### src/rtl/q_pkg.sv
// Shared types, default widths and helpers for the Q-learning update controller.
package q_pkg;

  localparam int unsigned DATA_WIDTH_DEF   = 16;
  localparam int unsigned STATES_WIDTH_DEF = 4;
  localparam int unsigned N_ACTIONS_DEF    = 4;
  localparam int unsigned ACT_WIDTH_DEF    = 2;
  localparam int unsigned ALPHA_SHIFT_DEF  = 2;
  localparam int unsigned GAMMA_SHIFT_DEF  = 3;

  typedef enum logic [2:0] {
    S_IDLE,
    S_READ,
    S_SCAN,
    S_CALC,
    S_WRITE,
    S_DONE
  } q_state_t;

  // Clamp a wide signed value into the signed range of a dw-bit word.
  function automatic logic signed [63:0] sat_trunc(input logic signed [63:0] x,
                                                   input int unsigned dw);
    logic signed [63:0] hi;
    logic signed [63:0] lo;
    hi = (64'sd1 <<< (dw - 1)) - 64'sd1;
    lo = -hi - 64'sd1;
    if (x > hi) return hi;
    if (x < lo) return lo;
    return x;
  endfunction

endpackage

### src/rtl/q_update_ctrl_if.sv
// Agent/environment request side and action-RAM bank side of the Q-update controller.
interface q_update_ctrl_if #(
  parameter int unsigned DATA_WIDTH   = q_pkg::DATA_WIDTH_DEF,
  parameter int unsigned STATES_WIDTH = q_pkg::STATES_WIDTH_DEF,
  parameter int unsigned N_ACTIONS    = q_pkg::N_ACTIONS_DEF,
  parameter int unsigned ACT_WIDTH    = q_pkg::ACT_WIDTH_DEF
);
  logic                              start;
  logic [STATES_WIDTH-1:0]           st;
  logic [STATES_WIDTH-1:0]           st_1;
  logic [ACT_WIDTH-1:0]              action;
  logic signed [DATA_WIDTH-1:0]      reward;
  logic                              busy;
  logic                              done;
  logic signed [DATA_WIDTH-1:0]      q_new;
  logic [ACT_WIDTH-1:0]              best_action;
  logic [STATES_WIDTH-1:0]           ram_st;
  logic [STATES_WIDTH-1:0]           ram_st_1;
  logic [N_ACTIONS-1:0]              ram_we;
  logic signed [DATA_WIDTH-1:0]      ram_wdata;
  logic [N_ACTIONS*DATA_WIDTH-1:0]   ram_qt;
  logic [N_ACTIONS*DATA_WIDTH-1:0]   ram_qt_1;

  modport master (
    output start, st, st_1, action, reward, ram_qt, ram_qt_1,
    input  busy, done, q_new, best_action, ram_st, ram_st_1, ram_we, ram_wdata
  );

  modport slave (
    input  start, st, st_1, action, reward, ram_qt, ram_qt_1,
    output busy, done, q_new, best_action, ram_st, ram_st_1, ram_we, ram_wdata
  );
endinterface

### src/rtl/q_max_scan.sv
// Sequential max/argmax over a stream of signed values; ties keep the lowest index.
module q_max_scan #(
  parameter int unsigned DATA_WIDTH = q_pkg::DATA_WIDTH_DEF,
  parameter int unsigned ACT_WIDTH  = q_pkg::ACT_WIDTH_DEF
) (
  input  logic                         clk,
  input  logic                         rst,
  input  logic                         load,
  input  logic                         step,
  input  logic [ACT_WIDTH-1:0]         index,
  input  logic signed [DATA_WIDTH-1:0] data,
  output logic signed [DATA_WIDTH-1:0] max_val,
  output logic [ACT_WIDTH-1:0]         arg
);

  always_ff @(posedge clk or posedge rst) begin
    if (rst) begin
      max_val <= '0;
      arg     <= '0;
    end else if (load) begin
      max_val <= data;
      arg     <= '0;
    end else if (step && (data > max_val)) begin
      max_val <= data;
      arg     <= index;
    end
  end

endmodule

### src/rtl/q_update_ctrl.sv
// One Q-learning update per request over a bank of per-action RAMs.
// Optional Q_SATURATE_EN: clamp the new Q-value instead of wrapping it.
module q_update_ctrl
  import q_pkg::*;
#(
  parameter int unsigned DATA_WIDTH   = DATA_WIDTH_DEF,
  parameter int unsigned STATES_WIDTH = STATES_WIDTH_DEF,
  parameter int unsigned N_ACTIONS    = N_ACTIONS_DEF,
  parameter int unsigned ACT_WIDTH    = ACT_WIDTH_DEF,
  parameter int unsigned ALPHA_SHIFT  = ALPHA_SHIFT_DEF,
  parameter int unsigned GAMMA_SHIFT  = GAMMA_SHIFT_DEF
) (
  input  logic            clk,
  input  logic            rst,
  q_update_ctrl_if.slave  bus
);

  localparam int unsigned CW = DATA_WIDTH + 2;

  q_state_t                     state;
  q_state_t                     state_nx;
  logic [ACT_WIDTH-1:0]         scan_idx;
  logic [ACT_WIDTH-1:0]         act_q;
  logic signed [DATA_WIDTH-1:0] reward_q;
  logic signed [DATA_WIDTH-1:0] q_sa;
  logic signed [DATA_WIDTH-1:0] scan_data;
  logic signed [DATA_WIDTH-1:0] qsa_sel;
  logic signed [DATA_WIDTH-1:0] max_val;
  logic [ACT_WIDTH-1:0]         arg;
  logic                         accept;
  logic                         scan_last;
  logic                         scan_load;
  logic                         scan_step;
  logic                         busy_d;
  logic                         done_d;
  logic [N_ACTIONS-1:0]         we_d;
  logic signed [CW-1:0]         max_x;
  logic signed [CW-1:0]         gq;
  logic signed [CW-1:0]         tgt;
  logic signed [CW-1:0]         delta;
  logic signed [CW-1:0]         new_w;
  logic signed [DATA_WIDTH-1:0] q_new_c;

  assign accept    = (state == S_IDLE) && bus.start;
  assign scan_last = (scan_idx == ACT_WIDTH'(N_ACTIONS - 1));

  // Read-port selection: next-state row by scan index, current-state row by action.
  always_comb begin
    scan_data = '0;
    qsa_sel   = '0;
    for (int k = 0; k < int'(N_ACTIONS); k++) begin
      if (scan_idx == ACT_WIDTH'(k)) scan_data = bus.ram_qt_1[k*DATA_WIDTH +: DATA_WIDTH];
      if (act_q == ACT_WIDTH'(k))    qsa_sel   = bus.ram_qt[k*DATA_WIDTH +: DATA_WIDTH];
    end
  end

  q_max_scan #(
    .DATA_WIDTH (DATA_WIDTH),
    .ACT_WIDTH  (ACT_WIDTH)
  ) u_max_scan (
    .clk     (clk),
    .rst     (rst),
    .load    (scan_load),
    .step    (scan_step),
    .index   (scan_idx),
    .data    (scan_data),
    .max_val (max_val),
    .arg     (arg)
  );

  always_ff @(posedge clk or posedge rst) begin
    if (rst) state <= S_IDLE;
    else     state <= state_nx;
  end

  always_comb begin
    state_nx = state;
    unique case (state)
      S_IDLE:  if (bus.start) state_nx = S_READ;
      S_READ:  state_nx = S_SCAN;
      S_SCAN:  if (scan_last) state_nx = S_CALC;
      S_CALC:  state_nx = S_WRITE;
      S_WRITE: state_nx = S_DONE;
      S_DONE:  state_nx = S_IDLE;
      default: state_nx = S_IDLE;
    endcase
  end

  // Next values of the registered control outputs are decoded from the next state.
  always_comb begin
    busy_d    = (state_nx != S_IDLE);
    done_d    = (state_nx == S_DONE);
    we_d      = '0;
    scan_load = 1'b0;
    scan_step = 1'b0;
    if (state_nx == S_WRITE) we_d = N_ACTIONS'(1) << act_q;
    if (state == S_SCAN) begin
      scan_load = (scan_idx == '0);
      scan_step = (scan_idx != '0);
    end
  end

  // Update arithmetic in DATA_WIDTH+2 signed bits.
  always_comb begin
    max_x = CW'(max_val);
    gq    = max_x - (max_x >>> GAMMA_SHIFT);
    tgt   = CW'(reward_q) + gq;
    delta = tgt - CW'(q_sa);
    new_w = CW'(q_sa) + (delta >>> ALPHA_SHIFT);
`ifdef Q_SATURATE_EN
    q_new_c = DATA_WIDTH'(sat_trunc(64'(new_w), DATA_WIDTH));
`else
    q_new_c = new_w[DATA_WIDTH-1:0];
`endif
  end

  always_ff @(posedge clk or posedge rst) begin
    if (rst) begin
      scan_idx        <= '0;
      act_q           <= '0;
      reward_q        <= '0;
      q_sa            <= '0;
      bus.ram_st      <= '0;
      bus.ram_st_1    <= '0;
      bus.ram_wdata   <= '0;
      bus.q_new       <= '0;
      bus.best_action <= '0;
      bus.busy        <= 1'b0;
      bus.done        <= 1'b0;
      bus.ram_we      <= '0;
    end else begin
      bus.busy   <= busy_d;
      bus.done   <= done_d;
      bus.ram_we <= we_d;
      if (accept) begin
        act_q        <= bus.action;
        reward_q     <= bus.reward;
        bus.ram_st   <= bus.st;
        bus.ram_st_1 <= bus.st_1;
      end
      if (state == S_READ) scan_idx <= '0;
      if (state == S_SCAN) begin
        scan_idx <= scan_idx + ACT_WIDTH'(1);
        if (scan_idx == '0) q_sa <= qsa_sel;
      end
      if (state == S_CALC) begin
        bus.ram_wdata <= q_new_c;
        bus.q_new     <= q_new_c;
      end
      if (state == S_WRITE) bus.best_action <= arg;
    end
  end

endmodule
### src/flat_wrapper.sv
// flat-port wrapper written by rule: the top's interface ports become plain ports
module q_update_ctrl_flat import q_pkg::*;
#(
  parameter int unsigned DATA_WIDTH   = DATA_WIDTH_DEF,
  parameter int unsigned STATES_WIDTH = STATES_WIDTH_DEF,
  parameter int unsigned N_ACTIONS    = N_ACTIONS_DEF,
  parameter int unsigned ACT_WIDTH    = ACT_WIDTH_DEF,
  parameter int unsigned ALPHA_SHIFT  = ALPHA_SHIFT_DEF,
  parameter int unsigned GAMMA_SHIFT  = GAMMA_SHIFT_DEF
)
  (clk, rst, bus_start, bus_st, bus_st_1, bus_action, bus_reward, bus_ram_qt, bus_ram_qt_1, bus_busy, bus_done, bus_q_new, bus_best_action, bus_ram_st, bus_ram_st_1, bus_ram_we, bus_ram_wdata);
  q_update_ctrl_if #(.DATA_WIDTH(DATA_WIDTH), .STATES_WIDTH(STATES_WIDTH), .N_ACTIONS(N_ACTIONS), .ACT_WIDTH(ACT_WIDTH)) bus_i ();
  input  logic clk;
  input  logic rst;
  input wire logic [$bits(bus_i.start)-1:0] bus_start;
  input wire logic [$bits(bus_i.st)-1:0] bus_st;
  input wire logic [$bits(bus_i.st_1)-1:0] bus_st_1;
  input wire logic [$bits(bus_i.action)-1:0] bus_action;
  input wire logic [$bits(bus_i.reward)-1:0] bus_reward;
  input wire logic [$bits(bus_i.ram_qt)-1:0] bus_ram_qt;
  input wire logic [$bits(bus_i.ram_qt_1)-1:0] bus_ram_qt_1;
  output wire logic [$bits(bus_i.busy)-1:0] bus_busy;
  output wire logic [$bits(bus_i.done)-1:0] bus_done;
  output wire logic [$bits(bus_i.q_new)-1:0] bus_q_new;
  output wire logic [$bits(bus_i.best_action)-1:0] bus_best_action;
  output wire logic [$bits(bus_i.ram_st)-1:0] bus_ram_st;
  output wire logic [$bits(bus_i.ram_st_1)-1:0] bus_ram_st_1;
  output wire logic [$bits(bus_i.ram_we)-1:0] bus_ram_we;
  output wire logic [$bits(bus_i.ram_wdata)-1:0] bus_ram_wdata;
  assign bus_i.start = bus_start;
  assign bus_i.st = bus_st;
  assign bus_i.st_1 = bus_st_1;
  assign bus_i.action = bus_action;
  assign bus_i.reward = bus_reward;
  assign bus_i.ram_qt = bus_ram_qt;
  assign bus_i.ram_qt_1 = bus_ram_qt_1;
  assign bus_busy = bus_i.busy;
  assign bus_done = bus_i.done;
  assign bus_q_new = bus_i.q_new;
  assign bus_best_action = bus_i.best_action;
  assign bus_ram_st = bus_i.ram_st;
  assign bus_ram_st_1 = bus_i.ram_st_1;
  assign bus_ram_we = bus_i.ram_we;
  assign bus_ram_wdata = bus_i.ram_wdata;
  q_update_ctrl #(.DATA_WIDTH(DATA_WIDTH), .STATES_WIDTH(STATES_WIDTH), .N_ACTIONS(N_ACTIONS), .ACT_WIDTH(ACT_WIDTH), .ALPHA_SHIFT(ALPHA_SHIFT), .GAMMA_SHIFT(GAMMA_SHIFT)) u_core (.clk(clk), .rst(rst), .bus(bus_i));
endmodule
### config.mk
export PLATFORM = sky130hd
export DESIGN_NAME = q_update_ctrl_flat
export DESIGN_NICKNAME = d
export VERILOG_FILES = /design/src/rtl/q_pkg.sv /design/src/rtl/q_update_ctrl_if.sv /design/src/rtl/q_max_scan.sv /design/src/rtl/q_update_ctrl.sv /design/src/flat_wrapper.sv
export SDC_FILE = /design/constraint.sdc
export NUM_CORES = 1
export LEC_CHECK = 0
export CORE_ASPECT_RATIO = 2
export CORE_MARGIN = 5
export CORE_UTILIZATION = 44
export CTS_CLUSTER_DIAMETER = 30
export DETAILED_ROUTE_END_ITERATION = 6
export PLACE_DENSITY = 0.87
export SLEW_MARGIN = 30
export SYNTH_ARGS = -nofsm -noshare
export SYNTH_HDL_FRONTEND = slang
export SYNTH_SLANG_ARGS = --single-unit
### constraint.sdc
create_clock -name clk -period 4.53 [get_ports clk]
set_input_delay 0.906 -clock clk [delete_from_list [all_inputs] [get_ports clk]]
set_output_delay 0.906 -clock clk [all_outputs]
set_load 0.01 [all_outputs]
==> results.toml <==
[status]
status = "finished with violations"
violations = "negative setup slack"

[synthesis]
synthCells = 710
synthFlopType = "dfrtp_1"
synth_edf_count = 0
ys_ff_latch = 89
async_flop_share_pct = 100.0
synth_cell_types = 60
syn-cell-area_sq_um = 7017
syn_area_per_cell_sq_um = 9.883
synth_warnings = 0
syn_nets = 953
synth_seq_area_share_pct = 31.74

[final_layout]
fillers = 1178
nets = 1173
area_delta_synth_final_pct = 42.19
drive_above_1_share_pct = 19.16
n_antenna_cell = 0

[setup_path]
r2r_slack_ps = -40
r2r-start = "u_core.u_max_scan.max_val[5]$_DFFE_PP0P_"
arrival_ps = 4790
critPathMaxFanout = 4
r2r_cells = 19
end_kind = "flip-flop"
worstSetupStartpointType = "flip-flop"
r2r_end = "u_core.bus.q_new[15]$_DFFE_PP0N_"
endpoint = "u_core.bus.q_new[15]$_DFFE_PP0N_"
startpoint = "u_core.u_max_scan.max_val[5]$_DFFE_PP0P_"
crit_type = "flip-flop to flip-flop"
worstPathRequired_ps = 4740

[sta]
finalWorstSetupSlack_ps = -44.67
tightest_slew_ps = 588.5
finalMaxSlewViolations = 0
finalCritPeriodShare_pct = 101.0
setup_viol_count_final = 1
hold_viol = 0
max_freq_ghz = 0.2186
skew_ps = 6.136
holdWs_ps = 508.5
rsz0062_at_grt = "true"
fin_crit_ps = 4575
maxSlewHeadroom_pct = 60.63

[place]
gp_congestion = 0.8433
post-dp-hpwl_microns = 15830
post-place-ws_ps = -187.9
port_buffers = 204

[die]
floorplan.die.height_microns = 188.6
die_area_sq_um = 18730
fp.coreArea_sq_um = 15700
fp-row-count = 65
ioPinCount = 205
die_w_microns = 99.30
start_util_pct = 44.70

[clock_network]
clk_latency_ps = 350
cts_root_buf = "clkbuf_16"
clk_pin_slew_ps = 60
clock-sinks = 89
htree_levels = 3
clock_path_buffers = 2
cts_tree = "done"
cts_buffers = 9

[routing]
routed_wl_microns = 20000
vias_per_cell = 5.307
vias = 6023
post_drt_wl_per_cell_microns = 17.62
drt_iter0_markers = 173
dr.pass1.iters = 4
route.detailed.drc = 0
antenna_left = 0

[global_routing]
grt_antenna_before_repair = 1
grt_pass1_vias = 6427
grt_max_degree = 44
grt_overflow = 0
grt_pass1_wl_microns = 30550
grt_use_total_pct = 20.70

[run]
cap_violations = 0

[min_path]
hp-class = "flip-flop to flip-flop"
repair_timing:
item | in CTS | in global routing
setup endpoints to repair | 5 | 7
hold buffers | 0 | 0
pin swaps | 7 | 43
gates resized for setup | 18 | 34
buffers inserted | 5 | 6
hold endpoints to repair | 0 | 0
metrics by stage:
| step | instance area (sq um) | std cells | util [%] | setup TNS, ps |
|---|---|---|---|---|
| after global placement | 9369 | 1109 | 59.69 | -32.24 |
| final | 9977 | 1135 | 63.56 | -44.67 |
| after floorplan | 7017 | 710 | - | 0 |
| after CTS | 9786 | 1129 | 62.34 | -11.46 |
| after global routing | 9977 | 1135 | 63.56 | -1041 |
| after detailed placement | 9369 | 1109 | 59.69 | -648.5 |
cell type report:
| type | instances | area (sq um) | area share [%] |
|---|---|---|---|
| flip-flops and latches | 89 | 2230 | 22.35 |
| clock buffers | 9 | 225.2 | 2.257 |
| well taps | 201 | 251.5 | 2.521 |
| clock inverters | 6 | 83.83 | 0.8402 |
| repair buffers | 253 | 2425 | 24.30 |
| inverters | 68 | 256.5 | 2.571 |
| multi-input cells | 509 | 4506 | 45.16 |
registers in the layout, summed over array words and instances (netlist names):
name,flops
u_core.u_max_scan.max_val,16
u_core.bus.ram_st_1,4
u_core.state,3
u_core.bus.done,1
u_core.bus.q_new,16
u_core.q_sa,16
u_core.scan_idx,2
u_core.reward_q,16
u_core.bus.best_action,2
u_core.bus.ram_st,4
u_core.act_q,2
u_core.bus.busy,1
u_core.bus.ram_we,4
u_core.u_max_scan.arg,2
metal layers:
| metal | vias up | share of wire (%) | routed length, microns | global-route usage, % |
|---|---|---|---|---|
| met3 | 47 | 5.0 | 1009 | 3.631 |
| met2 | 187 | 57 | 11490 | 41.35 |
| met1 | 2910 | 34 | 6784 | 20.02 |
| li1 | 2877 | - | - | - |
| met5 | - | 0.070 | 14 | 0 |
| met4 | 2 | 3.5 | 706 | 8.469 |
logic make-up (layout without fill, tap and decap cells):
family / after synthesis / after routing / synth area share [%]
buf+inv: 112 / 336 / 6.972
compound gates: 161 / 161 / 14.25
fa+ha+maj: 86 / 86 / 18.76
flops: 89 / 89 / 31.74
xor+xnor: 32 / 32 / 3.994
mux: 69 / 69 / 14.07
simple gates: 161 / 161 / 10.22
synthesized netlist by cell type (2+ instances only):
library cell | n | share of area, %
a2111oi_0 | 3 | 0.37
a211oi_1 | 5 | 0.54
a21o_1 | 10 | 1.1
a21oi_1 | 51 | 3.6
a31oi_1 | 4 | 0.36
buf_1 | 4 | 0.21
buf_4 | 16 | 1.7
clkbuf_1 | 22 | 1.2
dfrtp_1 | 89 | 32
fa_1 | 32 | 9.1
ha_1 | 54 | 9.6
inv_1 | 68 | 3.6
mux2_2 | 41 | 6.6
mux2_4 | 9 | 1.9
mux2i_1 | 3 | 0.43
mux4_2 | 16 | 5.1
nand2_1 | 75 | 4.0
nand2b_1 | 5 | 0.45
nand3_1 | 9 | 0.64
nand4_1 | 3 | 0.27
nor2_1 | 46 | 2.5
nor2b_1 | 4 | 0.36
nor3_1 | 4 | 0.29
nor3b_1 | 3 | 0.32
nor4_1 | 2 | 0.18
o211ai_1 | 2 | 0.21
o21a_1 | 8 | 0.86
o21ai_0 | 53 | 3.8
o21ai_1 | 2 | 0.14
o21bai_1 | 5 | 0.54
o31ai_1 | 3 | 0.32
xnor2_1 | 20 | 2.5
xor2_1 | 12 | 1.5
placed cells by master (no fill, tap or decap), drive strengths merged, types with 5 or more instances in the layout:
cell type,count
nand2,75
buf,49
xor2,12
clkbuf,9
dfrtp,89
inv,67
nand3,10
xnor2,20
fa,32
ha,54
clkinv,5
nand2b,5
o21ai,55
o21bai,5
clkdlybuf4s50,204
nor2,47
mux2,50
a21oi,52
o21a,8
mux4,16
a211oi,5
a21o,10
worst min path at each step:
stage	slack, ps	endpoint	start	cells past startpoint
floorplan	480	u_core.bus.best_action[0]$_DFFE_PP0N_	u_core.u_max_scan.arg[0]$_DFFE_PP0P_	1
global placement	490	u_core.q_sa[15]$_DFFE_PP0P_	u_core.q_sa[15]$_DFFE_PP0P_	1
detailed placement	500	u_core.bus.ram_st[1]$_DFFE_PP0P_	u_core.bus.ram_st[1]$_DFFE_PP0P_	1
CTS	510	u_core.bus.ram_st[1]$_DFFE_PP0P_	u_core.bus.ram_st[1]$_DFFE_PP0P_	1
global route	530	u_core.bus.ram_st[1]$_DFFE_PP0P_	u_core.bus.ram_st[1]$_DFFE_PP0P_	1
finish	510	u_core.bus.ram_st[1]$_DFFE_PP0P_	u_core.bus.ram_st[1]$_DFFE_PP0P_	1
worst max-delay path, cell delays in order (launching register included):
cell and delay (ps):
dfrtp_1 400, buf_6 130, fa_1 460, fa_1 500, inv_1 50, ha_2 180, or3_4 370, o22ai_4 220
buf_4 160, o21a_1 160, xnor2_1 80, ha_2 390, buf_6 140, o21a_1 150, o211ai_1 140, o31ai_2 310
o22a_1 220, a31oi_2 120, xnor2_1 190, o21ai_1 70
Power is not shown: default switching activity piles up to over one toggle a cycle in this logic, so the estimate is an artifact.
